==> src/rtl/ls_issue_buf.sv <==
// Dual-issue in-order load/store buffer: accepts up to two ordered entries (A older than B) per cycle, pops one per cycle.
// Latency: a write reaches ls_valid_o after one cycle; with LS_ISSUE_BUF_BYPASS_EN an empty buffer presents the entry in the same cycle.
// Backpressure: in_rdy_o is low unless two free slots exist, and it comes from registered state only; ls_rdy_i stalls the head entry.
module ls_issue_buf #(
   parameter int Depth = 4,
   parameter int EntW  = 128
) (
   input  logic                     clk_i,
   input  logic                     rst_i,
   input  logic                     flush_i,
   input  logic                     a_valid_i,
   input  logic [EntW-1:0]          a_data_i,
   input  logic                     b_valid_i,
   input  logic [EntW-1:0]          b_data_i,
   output logic                     in_rdy_o,
   output logic                     ls_valid_o,
   output logic [EntW-1:0]          ls_data_o,
   input  logic                     ls_rdy_i,
   output logic [$clog2(Depth):0]   count_o,
   output logic                     empty_o
);

   localparam int PtrW = $clog2(Depth);
   localparam int CntW = PtrW + 1;
   // Highest occupancy that still leaves room for a full A+B pair.
   localparam logic [CntW-1:0] PairMaxCnt = CntW'(Depth - 2);

   logic [EntW-1:0] mem [Depth];
   logic [PtrW-1:0] wr_ptr;
   logic [PtrW-1:0] rd_ptr;
   logic [PtrW-1:0] wr_ptr_p1;
   logic [CntW-1:0] count;

   logic            wr0_en;
   logic            wr1_en;
   logic [EntW-1:0] wr0_dat;
   logic [EntW-1:0] wr1_dat;
   logic [1:0]      n_wr;
   logic            pop_buf;
   logic            byp_take;

   assign count_o   = count;
   assign empty_o   = (count == '0);
   assign in_rdy_o  = (count <= PairMaxCnt);
   assign wr_ptr_p1 = wr_ptr + PtrW'(1);

`ifdef LS_ISSUE_BUF_BYPASS_EN
   // While empty the issue slots drive the LS pipeline directly; the oldest valid slot is the one presented.
   logic byp_act;
   assign byp_act    = empty_o & (a_valid_i | b_valid_i);
   assign ls_valid_o = (~empty_o | byp_act) & ~flush_i;
   assign ls_data_o  = empty_o ? (a_valid_i ? a_data_i : b_data_i) : mem[rd_ptr];
   // A bypassed entry accepted by the pipeline never occupies a slot.
   assign byp_take   = byp_act & ls_rdy_i & ~flush_i;
`else
   assign ls_valid_o = ~empty_o & ~flush_i;
   assign ls_data_o  = mem[rd_ptr];
   assign byp_take   = 1'b0;
`endif

   // Only a buffered head entry advances rd_ptr; a bypass pop leaves the buffer untouched.
   assign pop_buf = ls_valid_o & ls_rdy_i & ~empty_o;

   // Pack the accepted slots into consecutive write lanes, oldest first, skipping a bypassed A.
   always_comb begin
      wr0_en  = 1'b0;
      wr1_en  = 1'b0;
      wr0_dat = a_data_i;
      wr1_dat = b_data_i;
      if (in_rdy_o && !flush_i) begin
         if (byp_take) begin
            // Only a B queued behind a bypassed A needs storing.
            if (a_valid_i && b_valid_i) begin
               wr0_en  = 1'b1;
               wr0_dat = b_data_i;
            end
         end else if (a_valid_i && b_valid_i) begin
            wr0_en = 1'b1;
            wr1_en = 1'b1;
         end else if (a_valid_i) begin
            wr0_en = 1'b1;
         end else if (b_valid_i) begin
            wr0_en  = 1'b1;
            wr0_dat = b_data_i;
         end
      end
      n_wr = {1'b0, wr0_en} + {1'b0, wr1_en};
   end

   // Pointer and occupancy state; reset beats flush, flush beats all traffic.
   always_ff @(posedge clk_i) begin
      if (rst_i) begin
         wr_ptr <= '0;
         rd_ptr <= '0;
         count  <= '0;
      end else if (flush_i) begin
         wr_ptr <= '0;
         rd_ptr <= '0;
         count  <= '0;
      end else begin
         wr_ptr <= wr_ptr + PtrW'(n_wr);
         if (pop_buf) begin
            rd_ptr <= rd_ptr + PtrW'(1);
         end
         count <= count + CntW'(n_wr) - CntW'(pop_buf);
      end
   end

   // Payload storage needs no reset; occupancy alone decides what is valid.
   always_ff @(posedge clk_i) begin
      if (!rst_i) begin
         if (wr0_en) begin
            mem[wr_ptr] <= wr0_dat;
         end
         if (wr1_en) begin
            mem[wr_ptr_p1] <= wr1_dat;
         end
      end
   end

endmodule

==> config.mk <==
export PLATFORM = sky130hd
export DESIGN_NAME = ls_issue_buf
export DESIGN_NICKNAME = d
export VERILOG_FILES = /design/src/rtl/ls_issue_buf.sv
export SDC_FILE = /design/constraint.sdc
export NUM_CORES = 1
export LEC_CHECK = 0
export ABC_CLOCK_PERIOD_IN_PS = 17000
export CORE_AREA = 2 2 337 339
export CTS_CLUSTER_SIZE = 30
export DETAILED_ROUTE_END_ITERATION = 8
export DIE_AREA = 0 0 339 341
export SLEW_MARGIN = 20
export SYNTH_ARGS = -nofsm -noshare
export SYNTH_HDL_FRONTEND = slang
export SYNTH_SLANG_ARGS = --single-unit
==> constraint.sdc <==
create_clock -name clk_i -period 17 [get_ports clk_i]
set_input_delay 3.4 -clock clk_i [delete_from_list [all_inputs] [get_ports clk_i]]
set_output_delay 3.4 -clock clk_i [all_outputs]
set_load 0.02 [all_outputs]
==> results by stage, run 1 <==
Synth:
- The xor and xnor fraction of the mapped netlist area is 0.00103.
- The top cell type by total area after synthesis is sky130_fd_sc_hd__edfxtp_1.
- The synthesized net count is 1579.
- Of the total synthesized cell area, the portion taken by full adders, half adders and majority gates is 0.00361.
- For this run, the register share of the synthesized area comes to 0.607.
- The synthesized-area fraction occupied by ao, oa, aoi and oai cells is 0.00439.
- The count of yosys warnings during synthesis is 0.
- The post-synthesis cell count is 1311.
- The main combinational cell family by area after synthesis is multiplexers.
- In the post-synthesis netlist, the biggest area contributors are sky130_fd_sc_hd__edfxtp_1, sky130_fd_sc_hd__mux2_1, sky130_fd_sc_hd__mux4_2, sky130_fd_sc_hd__mux2_4, sky130_fd_sc_hd__mux2_2.
- The post-synth design cell area is 0.0256 mm^2.
- The average footprint of a synthesized cell is between 15 and 20 um^2.
- Counting distinct cell types in the post-synthesis netlist gives 39.
- Of the total synthesized cell area, the portion taken by AND, OR, NAND and NOR gates is 0.00639.
- The share of synthesized area spent on multiplexers is 0.353.
- After synthesis the netlist holds a flip-flop and latch count of 521.
- The area share of the largest cell type after synthesis is 0.600.

Critical path:
- The cell type of the slowest stage on the worst timing path is sky130_fd_sc_hd__clkdlybuf4s50_1.
- Data arrives at the worst endpoint at 4.82 ns.
- The launching point of the worst reg2reg path is count_o[1].
- The signal on the critical path passes through clkdlybuf4s50_1 > nor2_1 > clkdlybuf4s50_1.
- The maximum cell stage delay along the critical path is 0.64 ns.
- The critical path is of the in -> out type.
- The register-to-register setup slack is 13.42 ns.
- The critical path data required time is 13.60 ns.
- The cell count of the worst reg-to-reg path is 5.
- STA classifies the critical path startpoint as a primary input.
- STA classifies the critical path endpoint as an output port.
- The worst flop-to-flop path endpoint is mem[0][3].
- The most frequent cell on the critical path is sky130_fd_sc_hd__clkdlybuf4s50_1.
- The maximum net fanout on the critical path is 8.

Hold path:
- The worst hold path was traced through 2 stages.
- The type of the tightest min-delay check is reg -> reg.
- In this run the most critical hold path is launched from rd_ptr[1].

Power and ir drop:
- The overall power of the completed layout is 3.19 mW.
- The switching power as a share of total power is 0.232.
- The largest vdd supply drop is 0.0000902 V.
- Cell internal power was estimated by the tool at 2.45 mW.
- Summed over all cells, the static leakage comes to 10.6 nW.
- Of the total power, registers draw 0.460.
- Power spread over the standard cell area amounts to 96.1 mW/mm^2.
- The combinational cell fraction of total power is 0.118.
- The share of total power dissipated in the clock network is 0.423.
- In this run the power spent charging and discharging nets is 0.739 mW.

Cells and area:
- In the final layout, the share of cells above drive strength 1 is 0.279.
- The non-filler instance count after layout is 3272.
- The most common cell after layout, fill and taps aside is sky130_fd_sc_hd__edfxtp_1.
- The final net count is 1981.
- Relative to the synthesized area, the layout overhead comes to 29.6%.
- At the end of the flow the core is filled with cells to 0.297.
- In the layout the commonest cells are sky130_fd_sc_hd__edfxtp_1, sky130_fd_sc_hd__clkdlybuf4s50_1, sky130_fd_sc_hd__mux2_1, sky130_fd_sc_hd__mux2_2, sky130_fd_sc_hd__mux4_2.

Floorplanning:
- The die extent in y is 341 um.
- The number of placed I/O pins is 396.
- The floorplan die width is 339 um.
- The core region is 0.112 mm^2.
- The initial utilization of the core area, before any placement, comes to 0.229.
- The floorplan row count is 123.
- The area of the die is approximately 0.12 mm^2.

Timing:
- Of the available clock period, the critical path in the final layout requires 0.484.
- The number of max-slew violations in the final report is 0.
- The number of failing hold endpoints at the final stage is 0.
- The final sum of negative setup slack is 0 ns.
- For the final database, setup skew stands at slightly above 0.02 ns.
- Timing would allow up to between 100 and 150 MHz.
- Across all setup checks in the final design, the least slack found is 8.78 ns.
- The remaining max-slew budget at the tightest pin is 0.270.
- Setup violations remaining at the end of the flow were counted as 0.
- The transition time at the pin with the least slew margin is 1.09 ns.
- Setup repair after global routing left no endpoint under its margin.
- For the finished layout, the period the worst path requires is between 8 and 9 ns.

Clocking:
- The CTS tree is done.
- The number of buffers inserted by post-CTS setup repair is 0.
- After clock tree synthesis, the clock-pin slew on the worst setup and hold paths is ~0.060 ns.
- The insertion delay of the later-clocked pin in the worst-skew pair is 0.64 ns.
- The tree built by TritonCTS fans out to 521 sinks.
- The post-cts resize count is 0.
- No sink is reached through more buffers than the 3 on the longest clock path.
- The number of hold buffers added after CTS was 0.
- The total clock buffers created by CTS is 61.
- The maximum level of the CTS H-tree is 2.
- The tree is rooted in a sky130_fd_sc_hd__clkbuf_16.

Place:
- The routability congestion estimate from global placement is roughly 0.73.
- Port buffering added 395 buffers.
- The final HPWL from detailed placement is 44200 um.
- The placement-stage worst setup slack is a little under 9 ns.
- The cell count after placement is roughly 3200.

Routing:
- In the routed layout, each cell is associated on average with a via count of 4.32.
- In this run, the number of DRC markers left after iteration 0 of detailed routing was 644.
- The remaining number of nets flagged by the antenna check after routing is 0.
- The routed design has 72200 um of wire.
- The DRC violation count after routing is 0.
- The detailed router placed 14100 vias in this run.
- In the final routed layout, each cell accounts on average for ~22 um.
- The number of detailed-route iterations in the first pass is 4.

Global route:
- The overflow left after global routing is 0.
- The global routing usage summed across all routing layers is 0.122.
- The wire length of the first global-routing pass is around 100000 um.
- The number of global-route vias before repair is ~16000.
- The largest net degree at the start of global routing is 50.
- The number of antenna violations at the first check in global routing is 23.

Outcome:
- The run finished with clean final reports.

Run:
- Max-cap violations in this run came to 0.
==> sequential cells by signal (all words and copies together), names as in the netlist, named ones only <==
name / count
mem: 512
count_o: 3
rd_ptr: 2
wr_ptr: 2
==> critical path: cells and delay by family <==
family,cells,cell delay [ns]
AND/OR/NAND/NOR,1,0.23
buffers and inverters,2,1.19
==> Yosys cell counts, drive strengths merged <==
cell type / count
a211o: 1
a211oi: 4
a21oi: 3
and2: 3
and3: 1
and3b: 1
buf: 71
clkbuf: 16
dfxtp: 9
edfxtp: 512
fa: 1
ha: 5
inv: 8
maj3: 1
mux2: 512
mux2i: 2
mux4: 128
nand2: 3
nand3: 1
nand3b: 2
nor2: 6
nor2b: 1
nor3: 4
nor3b: 4
o211ai: 2
o21ai: 2
o31ai: 2
or3: 2
or4: 1
xnor2: 2
xor2: 1
==> cell type report <==
| cell class | count | area, um^2 |
|---|---|---|
| diodes | 8 | 20.0 |
| clock buffers | 73 | 1590 |
| clock inverters | 41 | 464 |
| fillers | 11000 | 78700 |
| inverters | 8 | 30.0 |
| multi-input cells | 695 | 9490 |
| flip-flops and latches | 521 | 15600 |
| well taps | 1500 | 1880 |
| repair buffers | 426 | 4190 |
==> worst max-delay path by stage <==
stage,start,end,slack [ns],depth (start not counted)
detailed placement,flush_i,ls_valid_o,8.77,3
global placement,flush_i,ls_valid_o,8.76,3
floorplan,a_valid_i,mem[0][0],2.98,3
finish,flush_i,ls_valid_o,8.78,3
CTS,flush_i,ls_valid_o,8.76,3
global route,flush_i,ls_valid_o,8.75,3
==> per-layer routing <==
layer  wire [um]  track usage  vias to the layer above
met3        4920       0.0374                      106
met1       29200        0.144                     7389
li1            -            -                     6227
met2       36500        0.216                      379
met4        1380       0.0321                       24
met5         150            0                        -
==> cells by family (layout without fill, tap and decap cells) <==
| group | Yosys count | after routing |
|---|---|---|
| mux | 642 | 642 |
| simple gates | 29 | 29 |
| fa+ha+maj | 7 | 7 |
| buf+inv | 95 | 548 |
| xor+xnor | 3 | 3 |
| compound gates | 14 | 14 |
| flops | 521 | 521 |
| other cells | 0 | 8 |
==> through the flow <==
step	area, um^2	hold slack [ns]
after floorplan	25600	0.451
after global placement	31100	0.453
after detailed placement	31100	0.473
after CTS	33200	0.489
after global routing	33200	0.510
final	33200	0.496
==> power by group through the flow <==
| stage | logic [mW] | registers, mW | clock network [mW] |
|---|---|---|---|
| 2_1_floorplan | 0.206 | 1.50 | 0 |
| 4_1_cts | 0.381 | 1.47 | 1.39 |
| 3_3_place_gp | 0.366 | 1.49 | 0 |
| 5_1_grt | 0.401 | 1.47 | 1.44 |
| 3_5_place_dp | 0.379 | 1.50 | 0 |
| 6_report | 0.376 | 1.47 | 1.35 |
Power figures use the tool's default switching activity.
==> inputs of run 2 (changes only) <==
Settings changed: ABC_CLOCK_PERIOD_IN_PS 17000 to 7600.
Clock period 17 ns to 7.6 ns, I/O delays scaled along.
==> results by stage, run 2 (synthesis gave the netlist of run 1 again) <==
Cells and area:
- The finished cells cover 0.0332 mm^2.
- The number of flip-flops under the largest register name is 512.
- The multi-input combinational cells in the finished layout cover a total of 0.00950 mm^2.
- In the final layout, flip-flops and latches occupy between 0.015 and 0.02 mm^2.
- In the layout the commonest cells are sky130_fd_sc_hd__edfxtp_1, sky130_fd_sc_hd__clkdlybuf4s50_1, sky130_fd_sc_hd__mux2_1, sky130_fd_sc_hd__mux2_2, sky130_fd_sc_hd__mux4_2.
- The post-route core utilization is 0.297.
- The count of fill cells added during filler insertion is 11000.
- The count of cells in the finished layout, fillers not included, comes to 3260.
- Of the cells placed in the final design, the portion with a size suffix greater than 1 is 0.274.
- The most common cell after layout, fill and taps aside is sky130_fd_sc_hd__edfxtp_1.
- The signed area change from the synthesized netlist to the final layout is 29.6%.
- In the final design database the tool counted 1976 nets.
- Ranked by flip-flop count, first place goes to mem.

Critical path:
- The category of the worst setup path capture point is an output port.
- The register-to-register setup slack is 4.46 ns.
- The launching element type of the critical path is a flip-flop.
- Data on the critical path is required at its endpoint by 6.08 ns.
- Along the worst path, the maximum fanout reaches between 70 and 80.
- The critical path is of the reg -> out type.
- The arrival time at the worst endpoint is between 2 and 3 ns.

Clocking:
- The post-cts resize count is 0.
- TritonCTS built the clock tree.
- The number of buffers inserted by post-CTS setup repair is 0.
- The number of hold buffers added after CTS was 0.
- The H-tree was split into 2 levels.
- TritonCTS created 60 clock buffers.
- The clock reaches the later pin of the worst-skew pair after approximately 0.64 ns.
- Clock tree synthesis selected as its root buffer the cell sky130_fd_sc_hd__clkbuf_16.
- After clock tree synthesis, the clock-pin slew on the worst setup and hold paths is approximately 0.060 ns.
- The number of sinks handled by clock tree synthesis is 521.
- The worst-case clock buffer depth is 3.

Routing:
- The post-detailed-routing wire length is 68800 um.
- After detailed routing, the met2 layer carries 34800 um of wire.
- The highest layer used for signal routing is met5.
- In the final routed layout, each cell accounts on average for about 21 um.
- For this block, the initial DRC count from the detailed router was 824.
- The remaining number of nets flagged by the antenna check after routing is 0.
- The count of vias placed by the detailed router is 14000.
- The routed metal-1 wire length is around 28000 um.
- The number of detailed-route iterations in the first pass is 5.
- After detailed routing, the number of vias per cell comes to 4.30.
- The met3 layer wire length in the routed design is 4430 um.
- The DRC violation count after routing is 0.

Global route:
- The number of global-route vias before repair was between 15000 and 20000.
- The first global-routing pass estimated 101000 um of wire.
- The largest net degree at the start of global routing is 76.
- The number of antenna violations at the first check in global routing is 13.
- The global routing usage summed across all routing layers is 0.117.
- The overflow left after global routing is 0.

Floorplanning:
- The initial utilization of the core area, before any placement, comes to 0.229.
- From left edge to right edge, the die measures 339 um.
- Pin placement for this block handled slightly below 400 I/O pins.
- Measured along the y axis, the die boundary spans around 340 um.
- The floorplan row count is 123.
- The area of the die is about 0.12 mm^2.
- In this run the standard cell core region covers 0.112 mm^2.

Timing:
- Setup repair after global routing left no endpoint under its margin.
- For the finished layout, the period the worst path requires is 4.50 ns.
- For the final database, setup skew stands at 0.0268 ns.
- Based on the critical path, the design can be clocked at up to 222 MHz.
- The setup-violating endpoint count in the final report is 0.
- The number of failing hold endpoints at the final stage is 0.
- Setup slack on the critical path of the routed design comes to 3.10 ns.
- The final sum of negative setup slack is 0 ns.
- The final hold slack is between 0.5 and 0.6 ns.
- The remaining max-slew budget at the tightest pin is 0.400.
- The number of max-slew violations in the final report was 0.
- The final period utilization is 0.593.
- For the pin with the worst max-slew slack, the measured transition is 0.900 ns.

Power and ir drop:
- The completed layout was analyzed and its total power is about 7.0 mW.
- The power density of the placed cells is 212 mW/mm^2.
- Across the VDD grid, the largest voltage drop is between 0.00015 and 0.0002 V.
- For this design the static power due to leakage is 10.6 nW.

Place:
- In this run the cell area measured after placement is 0.0313 mm^2.
- The count of buffers inserted at the top-level ports is 395.
- The HPWL after detailed placement is roughly 42000 um.
- Timing analysis after detailed placement gives a worst setup slack of between 2 and 3 ns.
- Once placement completed, the tool counted placed cells totaling between 3000 and 4000.
- At the end of routability-driven placement, the weighted congestion stood at 0.755.

Outcome:
- The flow ran to the end, and the final reports show no timing, DRC or antenna violations.

Hold path:
- The min-delay analysis places its worst path in the category reg -> reg.

Run:
- The number of maximum-capacitance constraint violations is 0.
-- run 2: cell types whose count changed in the layout (fill, tap and decap cells not counted), sizes merged --
| cell | before | now |
|---|---|---|
| clkinv | 25 | 17 |
| bufinv | 8 | 7 |
| diode | 8 | 6 |
| clkinvlp | 3 | 1 |
| buf | 31 | 27 |
| inv | 13 | 12 |
| clkbuf | 73 | 79 |
-- run 2: where the power goes --
| part | switching [mW] | internal (mW) |
|---|---|---|
| registers | 0.0187 | 3.26 |
| clock network | 1.19 | 1.73 |
| logic | 0.385 | 0.453 |
| total | 1.59 | 5.44 |
-- run 2: layer usage --
metal / up-vias / track usage
met1: 7296 / 0.138
met4: 14 / 0.0364
met5: - / 0
li1: 6215 / -
met2: 380 / 0.205
met3: 115 / 0.0338
-- run 2: cell type report --
cell class,instances,area share
Inverter,8,0.000904
Timing Repair Buffer,422,0.129
Sequential cell,521,0.468
Clock buffer,79,0.0486
Antenna cell,6,0.000452
Clock inverter,29,0.0104
Multi-Input combinational cell,695,0.286
Tap cell,1500,0.0565
-- run 2: final timing paths --
kind / start / cells past startpoint / to
setup / recovery: flip-flop / 3 / ls_data_o[84]
hold / removal: rd_ptr[1] / 2 / flip-flop
setup reg to reg: wr_ptr[1] / 5 / mem[1][17]
hold reg to reg: rd_ptr[1] / 2 / flip-flop
-- run 2: worst max-delay path: stages (launching register included) --
cell and delay (ns):
sky130_fd_sc_hd__dfxtp_4 0.38, sky130_fd_sc_hd__buf_12 0.39, sky130_fd_sc_hd__mux4_2 0.61, sky130_fd_sc_hd__clkdlybuf4s50_1 0.69
==> inputs of run 3 (changes only) <==
Settings changed: ABC_CLOCK_PERIOD_IN_PS 7600 to 3600.
Clock period 7.6 ns to 3.6 ns, I/O delays scaled along.
==> results by stage, run 3 (synthesis gave the netlist of run 1 again) <==
Outcome:
- The run finished with clean final reports.

Hold path:
- The number of instances on the worst hold path is 2.
- In this run the most critical hold path is launched from rd_ptr[0].
- The tightest min-delay check is of the reg -> reg type.
- The destination of the worst hold path is rd_ptr[0].

Clocking:
- The insertion delay of the later-clocked pin in the worst-skew pair is 0.64 ns.
- The number of buffers inserted by post-CTS setup repair is 0.
- CTS saw 521 sinks.
- The count of hold buffers inserted by post-cts repair is 0.
- In this run the clock root is driven by a sky130_fd_sc_hd__clkbuf_16.
- Counting the buffers created by CTS gives 60.
- The maximum level of the CTS H-tree is 2.
- After clock tree synthesis, the clock-pin slew on the worst setup and hold paths is 0.06 ns.
- The clock passes through at most 3 buffers.
- The number of gates resized after CTS was 0.
- The CTS tree is done.

Critical path:
- The endpoint identified for the worst register-to-register timing path is count_o[2].
- The launching element type of the critical path is a flip-flop.
- The signal on the critical path passes through buf_12 > buf_4 > mux4_2 > clkdlybuf4s50_1.
- The maximum net fanout on the critical path is 33.
- The critical path class is reg -> out.
- The register-to-register setup slack is 0.93 ns.
- The largest individual stage delay along the critical path comes from the cell sky130_fd_sc_hd__clkdlybuf4s50_1.
- The cell count of the worst reg-to-reg path is 12.
- The worst setup path is captured at an output port.
- Data on the critical path arrives at its endpoint at 2.76 ns.
- For the worst setup path, the data required time is 2.88 ns.
- The maximum cell stage delay along the critical path is 0.57 ns.
- The worst register-to-register path begins at count_o[0].

Cells and area:
- The library cell used most frequently in the layout, excluding fill and tap cells, is sky130_fd_sc_hd__edfxtp_1.
- The share of final-layout standard cells stronger than drive strength 1 is 0.300.
- Relative to the synthesized area, the layout overhead comes to 32.8%.
- The number of flip-flops under the largest register name is 512.
- Counting flops per register, the top entry is mem.
- For this run, the post-layout net count is 2043.
- In the layout the commonest cells are sky130_fd_sc_hd__edfxtp_1, sky130_fd_sc_hd__clkdlybuf4s50_1, sky130_fd_sc_hd__mux2_1, sky130_fd_sc_hd__mux2_2, sky130_fd_sc_hd__mux4_2.

Timing:
- For this run, the top clock speed supported by timing is 288 MHz.
- Setup repair after global routing could not meet its margin everywhere.
- The transition time at the pin with the least slew margin is about 0.56 ns.
- The time the worst path needs with I/O delays and setup is about 3.5 ns.
- Dividing the final minimum period by the clock period gives 0.966.
- The setup-violating endpoint count in the final report is 0.
- Setup total negative slack on the finished layout was measured at 0 ns.
- The final hold slack is approximately 0.51 ns.
- The final worst clock skew is ~0.011 ns.
- The number of failing hold endpoints at the final stage is 0.
- The number of max-slew violations in the final report came to 0.
- Once routing completed, OpenROAD measured the worst setup slack at 0.123 ns.
- Measured against its own limit, the worst slew margin works out to 0.626.

Power and ir drop:
- The largest vdd supply drop is 0.000309 V.
- The overall power of the completed layout is ~15 mW.
- The power density of the placed cells is 428 mW/mm^2.
- For this design the static power due to leakage is 11.0 nW.

Global route:
- The number of global-route vias before repair is 16100.
- In the global route stage, overall resource usage came out at 0.123.
- Global routing finished with a remaining overflow of 0.
- The number of antenna violations at the first check in global routing is 18.
- The first global-routing pass estimated 107000 um of wire.
- Entering global routing, the biggest net connects 53 pins.

Floorplanning:
- For this design the top-level I/O count stands at 396.
- The floorplan row count is 123.
- The starting utilization of the core area is 0.229.
- The die covers 0.116 mm^2.
- The die extent in y is 341 um.
- The floorplan die width is 339 um.
- The placeable core region is 0.112 mm^2.

Routing:
- The highest layer used for signal routing is met5.
- In the routed design, unresolved DRC markers number 0.
- The post-detailed-routing wire length is 72600 um.
- The routed metal-1 wire length is 30100 um.
- The detailed route wirelength on metal2 is 36100 um.
- In this run the remaining antenna-violating nets after routing total 0.
- After detailed routing, the number of vias per cell comes to about 4.3.
- The met3 layer wire length in the routed design is 4370 um.
- The routed wire length per instance is 21.8 um.
- The detailed router finished its first iteration with 750 violations.
- The count of vias placed by the detailed router is between 10000 and 15000.
- The number of detailed-route iterations in the first pass is 5.

Run:
- The number of maximum-capacitance constraint violations is 0.

Place:
- The count of buffers inserted at the top-level ports is about 400.
- The placement-stage worst setup slack is roughly 0.19 ns.
- The final HPWL from detailed placement is approximately 48000 um.
- The routability congestion estimate from global placement is 0.769.
==> run 3: cell types whose count changed in the layout (fill, tap and decap cells not counted), sizes merged <==
| cell | before | now |
|---|---|---|
| buf | 27 | 94 |
| diode | 6 | 5 |
| clkinvlp | 1 | 2 |
| clkinv | 17 | 32 |
| inv | 12 | 11 |
| clkdlybuf4s50 | 395 | 394 |
| clkbuf | 79 | 69 |
| dlymetal6s2s | 0 | 1 |
| bufinv | 7 | 3 |
==> run 3: layer usage <==
layer | GRT usage | up-vias
li1 | - | 6359
met1 | 0.148 | 7582
met2 | 0.210 | 354
met3 | 0.0374 | 123
met4 | 0.0400 | 26
met5 | 0 | -
==> run 3: how the worst max path moves through the flow <==
stage | slack [ns] | end | depth (start not counted)
5_1_grt | -0.03 | ls_data_o[101] | 4
2_1_floorplan | -1.31 | mem[0][0] | 3
6_report | 0.12 | ls_data_o[52] | 4
4_1_cts | 0.02 | ls_data_o[52] | 4
3_3_place_gp | 0.14 | count_o[2] | 13
3_5_place_dp | 0.19 | count_o[2] | 13
==> run 3: power breakdown <==
group,total (mW),switching [mW],internal [mW]
sequential,6.93,0.0416,6.89
clock,5.77,2.52,3.25
combinational,1.88,0.852,1.03
total,14.6,3.41,11.2
==> run 3: area by class of cell <==
cell class	instances	area (um^2)
fillers	11000	77800
inverters	8	42.5
clock inverters	40	288
flip-flops and latches	521	15600
diodes	5	12.5
well taps	1500	1880
repair buffers	489	5210
multi-input cells	695	9520
clock buffers	69	1540
==> run 3: worst max-delay path: cells and delay by family, from the launching register on <==
kind | cells | cell delay (ns)
buffers and inverters | 3 | 1.10
DFF | 1 | 0.38
muxes | 1 | 0.53
==> run 3: through the flow <==
step,util,cell area [um^2],instances
floorplan,-,25700,1311
global placement,0.288,32200,3213
detailed placement,0.288,32200,3213
CTS,0.304,34000,3322
global route,0.304,34100,3327
finish,0.304,34100,3327
==> variant 1 (flow settings as in run 3) <==
Change the parameter `Depth` from 4 to 8.
--- a/src/rtl/ls_issue_buf.sv
+++ b/src/rtl/ls_issue_buf.sv
@@ -4,3 +4,3 @@
 module ls_issue_buf #(
-   parameter int Depth = 4,
+   parameter int Depth = 8,
    parameter int EntW  = 128
Interface: changed (resized count_o); port bits go from 396 to 397. No check against the original RTL was run, so the function may have changed too.
==> variant 1 against run 3 <==
- count of clock-buffer cells in the layout grew 74
- largest cell class unchanged
- total power grew 93%
- global-route usage grew 13 points
- design area grew 84%
- worst setup slack lost 0.064 ns
- maximum frequency shrank 1.8%
- wire length grew 98%
- synthesized cell count grew 110%
- sequential share of layout area grew 3.8 points
- clock power grew 92%
- critical path type unchanged
- area after synthesis grew 100%
- sequential cell count grew 516
==> variant 1: results (changes against run 3) <==
stage,metric,value,unit,change
status,status,completed,,
synth,post_synth_main_area_contributors,"edfxtp_1, mux2_2, mux4_2, mux2_1, buf_2",,
setup_path,r2r_start,wr_ptr[1]$_SDFF_PP0_,,
cells_and_area,nFillCells,8793,,-20%
power_and_ir_drop,p_leak,0.0205,µW,+86%
synth,synth-compound-area-share,0.260,%,-0.18 points
synth,synth_edf_count,1024,,+100%
timing,fin_hold_ws,0.569,ns,+0.0572 ns
synth,muxShareOfSynthArea,36.4,%,+1.1 points
grt,grt_usage,24.9,%,+13 points
clocking,clkLatencyLatePin,0.69,ns,+0.05 ns
cells_and_area,drive_above_1_share,48.3,%,+18 points
placement,place_area,58700,µm²,+82%
cells_and_area,synthToLayoutAreaGrowth,21.5,%,
power_and_ir_drop,ir_drop,0.000390,V,+26%
cells_and_area,layout.nets,3518,,+72%
routing,vias,28500,,+97%
synth,synth-adder-area-share,0.345,%,-0.017 points
grt,grt_start_max_net_pins,102,,+92%
placement,dp.cells,4588,,+43%
routing,first_iter_violations,2173,,+190%
synth,seq_area_frac_synth,60.2,%,-0.53 points
grt,grt_pass1_vias,31000,,+93%
placement,portBuffers,396,,+0.25%
grt,grt_pass1_wl,214000,µm,+100%
[variant 1: cell types whose count changed after synthesis, sizes merged, moves of 6 or more]
| cell | run 3 | this run |
|---|---|---|
| buf | 71 | 146 |
| clkbuf | 16 | 44 |
| edfxtp | 512 | 1024 |
| ha | 5 | 11 |
| mux2 | 512 | 1152 |
| mux4 | 128 | 256 |
| nand2 | 3 | 13 |
| nor2 | 6 | 14 |
| o22ai | 0 | 6 |
[variant 1: power by group]
| part | internal (µW) | leakage [µW] | switching [µW] | total (µW) |
|---|---|---|---|---|
| Sequential | 13600 | 0.00936 | 52.4 | 13600 |
| Clock | 6330 | 0.00170 | 4750 | 11100 |
| Combinational | 1730 | 0.00943 | 1670 | 3400 |
[variant 1: critical path, stage by stage (launching register included)]
cell,delay [ns]
dfxtp_4,0.46
buf_12,0.14
buf_16,0.16
buf_6,0.15
buf_16,0.15
mux4_2,0.51
mux2_2,0.28
clkdlybuf4s15_2,0.28
[variant 1: area by class of cell]
cell class / count / share of cell area [%]
flip-flops and latches: 1037 / 49.5
multi-input cells: 1497 / 31.3
repair buffers: 583 / 10.5
clock buffers: 143 / 4.83
well taps: 1500 / 3.00
clock inverters: 64 / 0.743
inverters: 10 / 0.0599
diodes: 14 / 0.0559
[variant 1: cells by family (layout without fill, tap and decap cells)]
group | after synthesis | count (layout)
AND/OR/NAND/NOR | 48 | 48
AO/OA/AOI/OAI | 21 | 21
buffers and inverters | 200 | 800
multiplexers | 1409 | 1409
XOR/XNOR | 6 | 6
other | 0 | 14
adder cells (fa/ha/maj) | 13 | 13
flip-flops | 1037 | 1037
[variant 1: per-layer routing]
metal | share of wire, % | up-vias | GRT usage, % | wire length [µm]
met1 | 42 | 15200 | 32.7 | 59900
met2 | 51 | 763 | 43.0 | 73200
met5 | 0.17 | - | 0 | 251
met3 | 5.1 | 226 | 4.34 | 7390
li1 | - | 12300 | - | -
met4 | 2.4 | 40 | 6.45 | 3430
[variant 1: path summary, 6_finish.rpt]
check | endpoint | cells after the start
setup / recovery | ls_data_o[29] | 7
hold / removal | rd_ptr[0]$_SDFFE_PP0P_ | 2
setup reg to reg | mem[1][97]$_DFFE_PP_ | 6
hold reg to reg | rd_ptr[0]$_SDFFE_PP0P_ | 2
[variant 1: timing repair]
item                       in CTS  in global routing
setup endpoints to repair     127                 37
pin swaps                       0                  0
resized for setup             199                 30
gates cloned                    6                  3
hold buffers                    0                  0
setup buffers                  19                 13
==> variant 2 (config.mk and constraints of run 3) <==
Made on the original files. Make the reset (`rst_i`) asynchronous in one clocked block.
--- a/src/rtl/ls_issue_buf.sv
+++ b/src/rtl/ls_issue_buf.sv
@@ -90,3 +90,3 @@
    // Pointer and occupancy state; reset beats flush, flush beats all traffic.
-   always_ff @(posedge clk_i) begin
+   always_ff @(posedge clk_i or posedge rst_i) begin
       if (rst_i) begin
Formal check against the unedited RTL: not equivalent (a bounded check fails within 4 cycles, from zero or initial values and one cycle with rst_i high; the reset may be asserted at any time).
==> variant 2 against run 3 <==
- design area shrank 0.63%
- area after synthesis decreased by 1.8%
- worst setup slack improved by 0.019 ns
- synthesized cell count decreased by 0.15%
- wire length is 0.32% lower
- sequential cell count is 2 lower
- final cell count fell by 0.57%
- highest routed layer unchanged
Power is not compared: it rests on default switching activity, and its combinational part moved more than twofold at a synthesized area within 25%.
==> variant 2: results (changes against run 3) <==
stage,metric,value,unit,change
status,status,completed,,
clocking,cts_made_buffers,66,,+10%
grt,grt_use_met2,20.6,%,-0.43 points
routing,top_layer_used,met5,,
cells_and_area,regMostFlops,mem,,
synth,netlist_instances,1309,,-0.15%
placement,place_area,31600,µm²,-1.9%
synth,post_synth_main_area_contributors,"edfxtp_1, mux2_2, mux4_2, buf_2, dfrtp_1",,
synth,synthArstFlopShare,1.35,%,+1.3 points
cells_and_area,nFillCells,11000,,+0.40%
grt,antenna_found_initial,15,,-3
cells_and_area,stdcell_count,3308,,-0.57%
min_path,hp-class,input pin to asynchronous set/reset pin,,
clocking,htree_levels,3,,+1
setup_path,arrival,2.74,ns,-0.02 ns
grt,grt_usage,12.4,%,+0.040 points
routing,wl_met3,4600,µm,+5.2%
routing,dr_wl_met2,35600,µm,-1.3%
timing,fin_hold_ws,0.578,ns,+0.0665 ns
synth,seq_area_frac_synth,61.8,%,+1.1 points
placement,hpwl,47000,µm,-1.8%
synth,synth_commonest_cells,"edfxtp_1, mux2_2, mux4_2, buf_2, nor2_1",,
clocking,cts_buffer_depth,3,,unchanged
grt,grt_pass1_wl,106000,µm,-0.38%
grt,gr-usage-met3,3.58,%,-0.16 points
routing,first_iter_violations,796,,+6.1%
grt,grt_start_max_net_pins,59,,+11%
power_and_ir_drop,ir_drop,0.000532,V,
timing,fin_worst_skew,0.0142,ns,+0.00316 ns
placement,gp_congestion,0.733,,-4.6%
routing,drtAntennaViolNets,0,,unchanged
synth,synth_edf_count,512,,unchanged
setup_path,reg2reg_depth,11,,-1
placement,dp.cells,3188,,-0.78%
routing,vias,14400,,-0.60%
routing,wl_met1,30200,µm,+0.42%
cells_and_area,drive_above_1_share,45.3,%,+15 points
synth,synth_ff_type,edfxtp_1,,
routing,dr.pass1.iters,5,,unchanged
routing,routed_wl,72400,µm,-0.32%
power_and_ir_drop,p_leak,0.0108,µW,
grt,grt_pass1_vias,16300,,+1.3%
setup_path,r2r_start,count_o[0]$_DFF_PP0_,,
setup_path,timing.rr.end,count_o[2]$_DFF_PP0_,,
synth,synthDistinctLibCells,36,,-7.7%
setup_path,worst-r2r-setup-slack,0.90,ns,-0.03 ns
grt,use_met1,15.1,%,+0.28 points
cells_and_area,layout.nets,2024,,-0.93%
synth,syn-num-nets,1577,,-0.13%
clocking,cts.clk_slew.worst_paths,0.05,ns,
timing,tightest_slew,0.558,ns,+0.00104 ns
setup_path,crit_path_max_fanout,24,,-27%
variant 2: cell types whose count changed after synthesis, moves of 5 or more:
cell | run 3 | this run
mux2_1 | 280 | 0
clkbuf_1 | 16 | 11
nor2_1 | 6 | 12
dfrtp_1 | 0 | 7
mux2_2 | 132 | 512
buf_1 | 1 | 8
dfxtp_1 | 9 | 0
clkbuf_8 | 0 | 11
mux2_4 | 100 | 0
buf_12 | 11 | 2
variant 2: cells by family (layout without fill, tap and decap cells):
| kind of cell | after synthesis | count (layout) | synth area share (%) |
|---|---|---|---|
| xor+xnor | 6 | 6 | 0.209 |
| flops | 519 | 519 | 61.8 |
| other cells | 0 | 4 | 0 |
| compound gates | 12 | 12 | 0.442 |
| simple gates | 25 | 25 | 0.477 |
| mux | 640 | 640 | 34.4 |
| buf+inv | 100 | 595 | 2.39 |
| fa+ha+maj | 7 | 7 | 0.368 |
variant 2: layout make-up:
cell class | instances | area (µm²) | area share [%]
sequential | 519 | 15600 | 46.0
timing repair buffer | 470 | 5070 | 15.0
multi-input combinational | 690 | 9080 | 26.8
inverter | 9 | 33.8 | 0.0998
clock inverter | 39 | 480 | 1.42
clock buffer | 77 | 1720 | 5.10
tap | 1500 | 1880 | 5.55
antenna | 4 | 10.0 | 0.0296
variant 2: worst max-delay path, cell delays in order, from the launching register on:
cell and delay (ns):
dfrtp_4 0.46, buf_12 0.23, buf_16 0.25, mux4_2 0.52, clkdlybuf4s50_1 0.58
variant 2: worst max path at each step:
stage	startpoint	endpoint	slack [ns]	cells past startpoint
3_5_place_dp	flush_i	count_o[2]$_DFF_PP0_	0.35	12
6_report	rd_ptr[0]$_DFFE_PP0P_	ls_data_o[33]	0.14	4
4_1_cts	rd_ptr[0]$_DFFE_PP0P_	ls_data_o[113]	0.01	4
2_1_floorplan	b_valid_i	mem[0][0]$_DFFE_PP_	-1.06	4
5_1_grt	rd_ptr[0]$_DFFE_PP0P_	ls_data_o[33]	0.01	4
3_3_place_gp	flush_i	count_o[2]$_DFF_PP0_	0.27	12
variant 2: timing repair:
item / 4_1_cts / 5_1_grt
resized for setup: 0 / 3
setup endpoints to repair: 0 / 6
endpoints found under the hold margin: 0 / 0
hold buffers: 0 / 0
variant 2: power groups by stage:
stage	clock network [µW]	registers [µW]	logic, µW
detailed placement	0	7480	6440
CTS	6940	7360	6460
global route	7150	7390	6720
floorplan	0	7430	3640
finish	6750	7350	6320
global placement	0	7450	6400
variant 2: stage by stage:
step	util, %	TNS [ns]	setup WS [ns]	total power (µW)
2_1_floorplan	-	-171.61	-1.06	11100
3_3_place_gp	28.3	0	0.271	13900
3_5_place_dp	28.3	0	0.345	13900
4_1_cts	30.2	0	0.00954	20800
5_1_grt	30.2	0	0.0126	21300
6_report	30.2	0	0.141	20400
